===== config.mk =====
export PLATFORM = sky130hd
export DESIGN_NAME = nervous_pattern_generator
export DESIGN_NICKNAME = d
export VERILOG_FILES = /design/src/rtl/nervous_pkg.sv /design/src/rtl/nervous_pattern_rom.sv /design/src/rtl/nervous_pattern_generator.sv
export SDC_FILE = /design/constraint.sdc
export NUM_CORES = 1
export LEC_CHECK = 0
export BUFFER_PORTS_ARGS = -buffer_cell sky130_fd_sc_hd__buf_2
export CORE_AREA = 2 2 44 46
export DETAILED_ROUTE_END_ITERATION = 16
export DIE_AREA = 0 0 46 48
export PLACE_DENSITY = 0.68
export SETUP_SLACK_MARGIN = 0.02
export SLEW_MARGIN = 20
export SYNTH_ARGS = -nofsm -noshare
export SYNTH_HDL_FRONTEND = slang
export SYNTH_SLANG_ARGS = --single-unit

===== constraint.sdc =====
create_clock -name clock -period 1.76 [get_ports clock]
set_input_delay 0.088 -clock clock [delete_from_list [all_inputs] [get_ports clock]]
set_output_delay 0.088 -clock clock [all_outputs]
set_load 0.05 [all_outputs]

===== src/rtl/nervous_pkg.sv =====
// Shared code constants, pattern tables and FSM state type for the nervous
// pattern generator and the detector model that consumes its stream.
package nervous_pkg;

  localparam logic [1:0] CODE_NORMAL = 2'b00;
  localparam logic [1:0] CODE_A      = 2'b01;
  localparam logic [1:0] CODE_B      = 2'b10;
  localparam logic [1:0] CODE_C      = 2'b11;

  // Bit 9 goes out first; shorter patterns are left-aligned and zero-padded.
  localparam logic [3:0][9:0] PATTERN = {
    10'b1010101010,   // CODE_C
    10'b1010101110,   // CODE_B
    10'b1010100000,   // CODE_A
    10'b1100000000    // CODE_NORMAL
  };

  localparam logic [3:0][3:0] PAT_LEN = {4'd10, 4'd10, 4'd7, 4'd4};

  typedef enum logic [1:0] {
    IDLE  = 2'd0,
    SEND  = 2'd1,
    GUARD = 2'd2
  } npg_state_e;

endpackage


===== src/rtl/nervous_pattern_rom.sv =====
// Combinational lookup from abnormality code to its serial pattern and length.
module nervous_pattern_rom
  import nervous_pkg::*;
(
  input  logic [1:0] code_i,
  output logic [9:0] pattern_o,
  output logic [3:0] len_o
);

  assign pattern_o = PATTERN[code_i];
  assign len_o     = PAT_LEN[code_i];

endmodule


===== src/rtl/nervous_pattern_generator.sv =====
// Serialises a 2-bit abnormality code into the detector's bit pattern,
// followed by a run of GUARD_BITS zeros so the detector returns to idle.
module nervous_pattern_generator
  import nervous_pkg::*;
#(
  parameter int GUARD_BITS = 3
) (
  input  logic       clock,
  input  logic       reset_n,
  input  logic       req_valid,
  input  logic [1:0] req_code,
  output logic       req_ready,
  output logic       outputdata,
  output logic       busy,
  output logic       frame_done
);

  if (GUARD_BITS < 2 || GUARD_BITS > 15) begin : g_bad_guard
    $error("nervous_pattern_generator: GUARD_BITS must be in 2..15");
  end

  localparam logic [3:0] GLAST = 4'(GUARD_BITS - 1);

  npg_state_e state_q, state_d;
  logic [1:0] code_q, code_d;
  logic [3:0] bit_idx_q, bit_idx_d;
  logic [3:0] guard_cnt_q, guard_cnt_d;
  logic       out_q, out_d;

  logic [1:0] rom_code;
  logic [9:0] rom_pat;
  logic [3:0] rom_len;
  logic [3:0] nxt_idx;

  // In IDLE the ROM looks at the incoming request so bit 0 can be registered
  // on the accept edge; afterwards it follows the latched code.
  assign rom_code = (state_q == IDLE) ? req_code : code_q;

  nervous_pattern_rom u_rom (
    .code_i    (rom_code),
    .pattern_o (rom_pat),
    .len_o     (rom_len)
  );

  assign nxt_idx = bit_idx_q + 4'd1;

  always_comb begin
    state_d     = state_q;
    code_d      = code_q;
    bit_idx_d   = bit_idx_q;
    guard_cnt_d = guard_cnt_q;
    out_d       = 1'b0;
    unique case (state_q)
      IDLE: begin
        if (req_valid) begin
          state_d   = SEND;
          code_d    = req_code;
          bit_idx_d = 4'd0;
          out_d     = rom_pat[9];
        end
      end
      SEND: begin
        if (bit_idx_q == rom_len - 4'd1) begin
          state_d     = GUARD;
          bit_idx_d   = 4'd0;
          guard_cnt_d = 4'd0;
        end else begin
          bit_idx_d = nxt_idx;
          out_d     = rom_pat[4'd9 - nxt_idx];
        end
      end
      GUARD: begin
        if (guard_cnt_q == GLAST) begin
          state_d     = IDLE;
          guard_cnt_d = 4'd0;
        end else begin
          guard_cnt_d = guard_cnt_q + 4'd1;
        end
      end
      default: state_d = IDLE;
    endcase
  end

  always_ff @(posedge clock) begin
    if (!reset_n) begin
      state_q     <= IDLE;
      code_q      <= CODE_NORMAL;
      bit_idx_q   <= 4'd0;
      guard_cnt_q <= 4'd0;
      out_q       <= 1'b0;
    end else begin
      state_q     <= state_d;
      code_q      <= code_d;
      bit_idx_q   <= bit_idx_d;
      guard_cnt_q <= guard_cnt_d;
      out_q       <= out_d;
    end
  end

  assign outputdata = out_q;
  assign req_ready  = (state_q == IDLE);
  assign busy       = (state_q != IDLE);
  assign frame_done = (state_q == GUARD) && (guard_cnt_q == GLAST);

endmodule

# After elaboration in Yosys (flattened, before gate mapping)
# Index checks and enable logic that the tools add are counted.
[totals]
reg_bits = 13
input_bits = 5
output_inout_bits = 4
elab_cells = 47
[classes]
addsub = 4
magnitude_cmp = 2
eq_ne = 7
muxes = 20
reduce_logical = 9
[ops]
columns = ["cell", "count"]
rows = [
  ["10-bit binary-select mux with 2-bit select", 1],
  ["4-bit two-way mux", 5],
  ["4-bit case mux with 2 select lines", 2],
  ["10-bit two-way mux", 1],
  ["4-bit by 1-bit adder with 4-bit output, second input constant", 2],
  ["4-bit binary-select mux with 2-bit select", 1],
  ["2-bit two-way mux", 4],
  ["2-bit inequality test, second input constant", 3],
  ["2-bit case mux with 3 select lines", 1],
  ["2-bit AND reduction", 3],
  ["2-bit nonzero test", 3],
  ["4-bit by 5-bit < comparator with 1-bit output, second input constant", 1],
  ["1-bit binary-select mux with 4-bit select", 1],
  ["4-bit by 2-bit == test with 1-bit output, second input constant", 1],
  ["4-bit == test", 1],
  ["4-bit by 1-bit subtractor with 4-bit output, second input constant", 1],
  ["4-bit subtractor, first input constant", 1],
  ["2-bit by 3-bit < comparator with 1-bit output, second input constant", 1],
  ["1-bit two-way mux", 3],
  ["3-bit AND reduction", 1],
  ["2-bit by 1-bit == test with 1-bit output, second input constant", 1],
  ["2-bit == test, second input constant", 1],
  ["2-bit logical NOT", 1],
  ["1-bit case mux with 2 select lines", 1],
  ["1-bit logical AND", 1],
]

# Longest topological paths before layout
[logic_depth]
word_depth = 8
depth_mapped = 9
depth_no_buf = 9

# By module
# From an unflattened synthesis, not the netlist that was laid out.
[unflattened]
hier_cells = 112
hier_area_um2 = 967.2
[by_module_without_submodules]
columns = ["module", "instances", "cells_per_inst", "area_each_um2", "seq_area_each_um2"]
rows = [
  ["nervous_pattern_generator", 1, 96, 865.8, 260.2],
  ["nervous_pattern_rom", 1, 16, 101.3, 0.0],
]

# Worst setup path before layout
# No wires, ideal clock.
[synth_timing]
path_kind = "flip-flop to flip-flop"
from = "register state_q[1]"
to = "register out_q (netlist: outputdata)"
setup_ns = 0.122
arrival_time_ns = 1.893
t_required_ns = 1.638
path_slack_ns = -0.255
stages_incl_launch_ff = 9
n_path_buf = 1
synth_period_minus_slack_ns = 2.015
cell_sequence = "dfxtp_1 -> or2_1 -> buf_6 -> inv_4 -> mux2i_2 -> mux2i_1 -> o211ai_2 -> a211oi_1 -> a311o_1"
[synth_via]
elab_chain_len = 8
word_cells_on_any_way = 14
classes_between = "add/sub: 1; eq/ne: 2; mux: 10; reduce/logical: 1"
[synth_rtl]
columns = ["item", "line_no", "rtl"]
rows = [
  ["start, declared", "nervous_pattern_generator.sv:24", "npg_state_e state_q, state_d;"],
  ["start signal, assigned", "nervous_pattern_generator.sv:92", "state_q <= state_d;"],
  ["2-bit logical NOT *", "n/a", ""],
  ["via req_ready", "nervous_pattern_generator.sv:12", "output logic req_ready,"],
  ["2-bit two-way mux", "nervous_pattern_generator.sv:37", "assign rom_code = (state_q == IDLE) ? req_code : code_q;"],
  ["4-bit binary-select mux with 2-bit select or 10-bit binary-select mux with 2-bit select (tied branches)", "nervous_pattern_rom.sv:11, nervous_pattern_rom.sv:10", ""],
  ["4-bit two-way mux (not written as such) or 10-bit two-way mux (tied branches)", "nervous_pattern_rom.sv:11, nervous_pattern_rom.sv:10", ""],
  ["4-bit by 1-bit subtractor with 4-bit output or 1-bit binary-select mux with 4-bit select (tied branches)", "nervous_pattern_generator.sv:63, nervous_pattern_generator.sv:69", ""],
  ["4-bit == test or 1-bit two-way mux (tied branches)", "nervous_pattern_generator.sv:63, nervous_pattern_generator.sv:69", ""],
  ["1-bit two-way mux", "nervous_pattern_generator.sv:63", "if (bit_idx_q == rom_len - 4'd1) begin"],
  ["1-bit case mux with 2 select lines *", "nervous_pattern_generator.sv:53", "unique case (state_q)"],
  ["end signal, assigned", "nervous_pattern_generator.sv:96", "out_q <= out_d;"],
  ["end, declared", "nervous_pattern_generator.sv:28", "logic out_q, out_d;"],
]
# Mark *: on every way through the listed nets, which the timed path passes. The rest lies on a longest branch. The select of a mux whose other input is x is not followed.
# A chain may end at the register's enable or synchronous reset.

# Final worst setup path
[layout_timing]
from = "register bit_idx_q[0]"
to = "register out_q (netlist: outputdata)"
[layout_via]
elab_chain_len = 6
word_cells_on_any_way = 7
classes_between = "add/sub: 2; eq/ne: 1; mux: 4"
[layout_rtl]
columns = ["item", "line_no", "rtl"]
rows = [
  ["start, declared", "nervous_pattern_generator.sv:26", "logic [3:0] bit_idx_q, bit_idx_d;"],
  ["start signal, assigned", "nervous_pattern_generator.sv:94", "bit_idx_q <= bit_idx_d;"],
  ["4-bit by 1-bit adder with 4-bit output", "nervous_pattern_generator.sv:45", "assign nxt_idx = bit_idx_q + 4'd1;"],
  ["4-bit subtractor", "nervous_pattern_generator.sv:69", "out_d = rom_pat[4'd9 - nxt_idx];"],
  ["1-bit binary-select mux with 4-bit select", "nervous_pattern_generator.sv:69", ""],
  ["1-bit two-way mux (not written as such)", "nervous_pattern_generator.sv:69", ""],
  ["1-bit two-way mux *", "nervous_pattern_generator.sv:63", ""],
  ["1-bit case mux with 2 select lines *", "nervous_pattern_generator.sv:53", ""],
]
# Mark *: on every way between the ends. The rest lies on a longest branch, timed or not. The select of a mux whose other input is x is not followed.

==> flow_metrics.tcl <==
set metrics [dict create \
    final-setup-viol-count 2 \
    vdd_drop_max_mv 0.620 \
    drt-initial-drc-count 15 \
    failed_checks "negative setup slack" \
    power_frac_comb_pct 45.9 \
    port-buffer-count 8 \
    syn_inst_count 99 \
    fin_tns_setup_ns -0.0819 \
    end_kind "flop" \
    area.sequential_um2 267 \
    dp.cells 131 \
    area_taken_by_multi_input_logic_gates_um2 642 \
    bufs_on_longest_clock_path 2 \
    routed_wl_mm 2.04 \
    fmaxAchievable_mhz 550 \
    timing_worst_slew_pin_value_ns 0.353 \
    worst_hold_path_type "input port to flop" \
    globalRoute.totalOverflow 0 \
    final_cells 137 \
    min_period_over_period_pct 103 \
    ys.warnings.count 0 \
    cts_inserted_buffers 3 \
    grt_pass1_vias 774 \
    gpl.final_weighted_congestion 0.799 \
    critical_path_required_ns 1.93 \
    synthesis.nets 106 \
    area.growth.synth_to_final_pct 38.9 \
    half_perimeter_wire_length_of_the_detailed_placement_result_mm 1.40 \
    cts-hold-fix-buffers 0 \
    relSlewSlack_pct 76.4 \
    timing.critical_path.from_type "flop" \
    share_seq_of_total_power_pct 34.7 \
    clock_skew_ns 0.00115 \
    grt_usage_pct 21.0 \
    die_height_um 48 \
    floorplan.rows 15 \
    cts_tree "built" \
    power.clock.fraction_pct 19.4 \
    antenna-diode-count 0 \
    clkSlewWorstSetupHoldPaths_ns 0.08 \
    max_cap_violations 0 \
    rsz_0062_raised_after_global_routing "yes" \
    post_drt_via_cell_ratio 6.01 \
    final-max-slew-violation-count 0 \
    run_status "finished, violations left" \
    start_util_pct 47.6 \
    fp.coreArea_mm2 0.00169 \
    fill_cells 139 \
    synth.ff_latch_count 13 \
    worstSkewPairLatency_ns 0.28 \
    avgRoutedWirePerCell_um 14.9 \
    io-pin-count 9 \
    antenna_violations_before_repair 0 \
    total_via_count_after_detailed_routing 823 \
    post_synth_num_cell_types 40 \
    seq_area_frac_synth_pct 32.4 \
    maximum_number_of_pins_on_one_net_before_global_route_repair 11 \
    worstPathMaxFanout 2 \
    netlist_area_um2 803 \
    timing_hold_violations_final 0 \
    detail_route.drc_violations 0 \
    drtAntennaViolNets 0 \
    fp.dieW_um 46 \
    p_leak_nw 0.442 \
    layout.cells.most_common_list "nand2_1 (10), buf_4 (10), nand3_1 (9), dfxtp_1 (8), buf_2 (7)" \
    clock-sinks 13 \
    final_layout_size_suffix_gt1_share_pct 41.7 \
    timing.final.ws_setup_ns -0.0585 \
    post_place_setup_slack_ns -0.169 \
    timing.final.crit_period_ns 1.82 \
    powerDensity_mw_per_mm2 887 \
    net-switching-power_mw 0.379 \
    grt_pass1_wl_mm 3.30 \
    first_pass_iters 4 \
    clock_tree.root_cell "clkbuf_4" \
    internal_power_mw 0.610 \
    crit_arrival_ns 1.99 \
    postSynthAreaPerCell_um2 8.11 \
    critPathKind "flop to flop" \
    cts_h_tree_depth 1 \
    design.final.nets 128 \
    sw_frac_of_total_pct 38.3 \
    die_outline_area_mm2 0.00221 \
]
==> critical path, cell delays in order (launching register included) <==
cell and delay, ns:
dfxtp_2 0.35, ha_4 0.18, xnor2_4 0.13, ha_4 0.18, xnor2_4 0.13, buf_4 0.15, xnor2_1 0.12, nand3b_1 0.09
a211oi_2 0.05, a311o_1 0.32
==> cells by family (layout without fill, tap and decap cells) <==
group | after synthesis | in the layout | synth area share [%]
AO/OA/AOI/OAI | 22 | 22 | 18.5
XOR/XNOR | 5 | 5 | 5.45
adder cells (fa/ha/maj) | 2 | 2 | 3.11
buffers and inverters | 6 | 27 | 4.05
flip-flops | 13 | 13 | 32.4
multiplexers | 4 | 4 | 5.61
AND/OR/NAND/NOR | 47 | 47 | 30.8
==> state kept, by name, indices dropped and copies added, names as in the netlist <==
signal / flops
bit_idx_q: 4
code_q: 2
guard_cnt_q: 4
outputdata: 1
state_q: 2
==> synth_stat cells <==
master,count,share of area (%)
nand4_1,1,0.78
mux2_2,1,1.4
a31oi_1,2,1.6
nor4b_1,1,1.1
and3_1,1,0.78
nor2b_1,6,4.7
o21ai_0,5,3.1
inv_4,1,0.78
mux2i_1,2,2.5
or2_1,1,0.78
clkbuf_1,1,0.47
mux2i_2,1,1.7
a311o_1,1,1.2
or3_1,1,0.78
nor2_1,8,3.7
and2b_1,1,0.93
nand3_1,9,5.6
nor3_1,1,0.62
buf_6,1,1.4
or2_2,1,0.78
and2_1,2,1.6
a21oi_1,4,2.5
xnor2_1,4,4.4
ha_1,2,3.1
o31ai_1,1,0.93
or4b_2,1,1.2
a211oi_1,3,2.8
nand2_1,10,4.7
inv_1,3,1.4
a21o_1,1,0.93
or4_1,1,0.93
o211a_1,1,1.2
nand3b_1,1,0.93
o22ai_1,1,0.78
o211ai_1,1,0.93
or2b_1,1,0.93
o21bai_1,1,0.93
xor2_1,1,1.1
dfxtp_1,13,32
o211ai_2,1,1.6
==> final timing paths <==
path | end | slack [ns] | cells past startpoint | startpoint
worst max-delay path | outputdata | -0.06 | 9 | bit_idx_q[0]
worst min-delay path | code_q[0] | 0.09 | 3 | req_code[0]
worst max register to register | outputdata | -0.06 | 9 | bit_idx_q[0]
worst min register to register | code_q[0] | 0.50 | 2 | code_q[0]
==> final cells by class <==
type                    instances  share of cell area [%]
repair buffers                 19                    11.9
clock buffers                   4                    2.35
multi-input cells              80                    57.5
well taps                      17                    1.91
flip-flops and latches         13                    23.9
inverters                       4                    2.47
==> power groups by stage <==
stage          combinational [mW]  sequential, mW  clock (mW)
6_report                    0.455           0.343       0.192
4_1_cts                     0.401           0.342       0.194
3_3_place_gp                0.360           0.343           0
5_1_grt                     0.485           0.346       0.203
3_5_place_dp                0.363           0.344           0
2_1_floorplan               0.257           0.362           0
==> what timing repair did <==
action,CTS,global route
pin swaps,5,5
buffers inserted,1,1
resized for setup,15,16
gates cloned,0,0
setup endpoints to repair,10,9
==> through the flow <==
step / power [mW] / util, % / instance area (um^2) / hold slack, ns
2_1_floorplan: 0.619 / - / 831 / 0.235
3_3_place_gp: 0.703 / 55.7 / 941 / 0.381
3_5_place_dp: 0.707 / 55.7 / 941 / 0.393
4_1_cts: 0.936 / 61.6 / 1040 / 0.0907
5_1_grt: 1.03 / 66.1 / 1120 / 0.115
6_report: 0.989 / 66.1 / 1120 / 0.0930
==> layer usage <==
| metal | share of wire (%) | up-vias | GRT usage (%) |
|---|---|---|---|
| li1 | - | 398 | - |
| met1 | 42 | 392 | 24.7 |
| met2 | 52 | 23 | 38.9 |
| met3 | 3.4 | 10 | 2.26 |
| met4 | 2.1 | 0 | 8.57 |
| met5 | 0 | - | 0 |
Note: power is estimated with default switching activity, not from simulation.
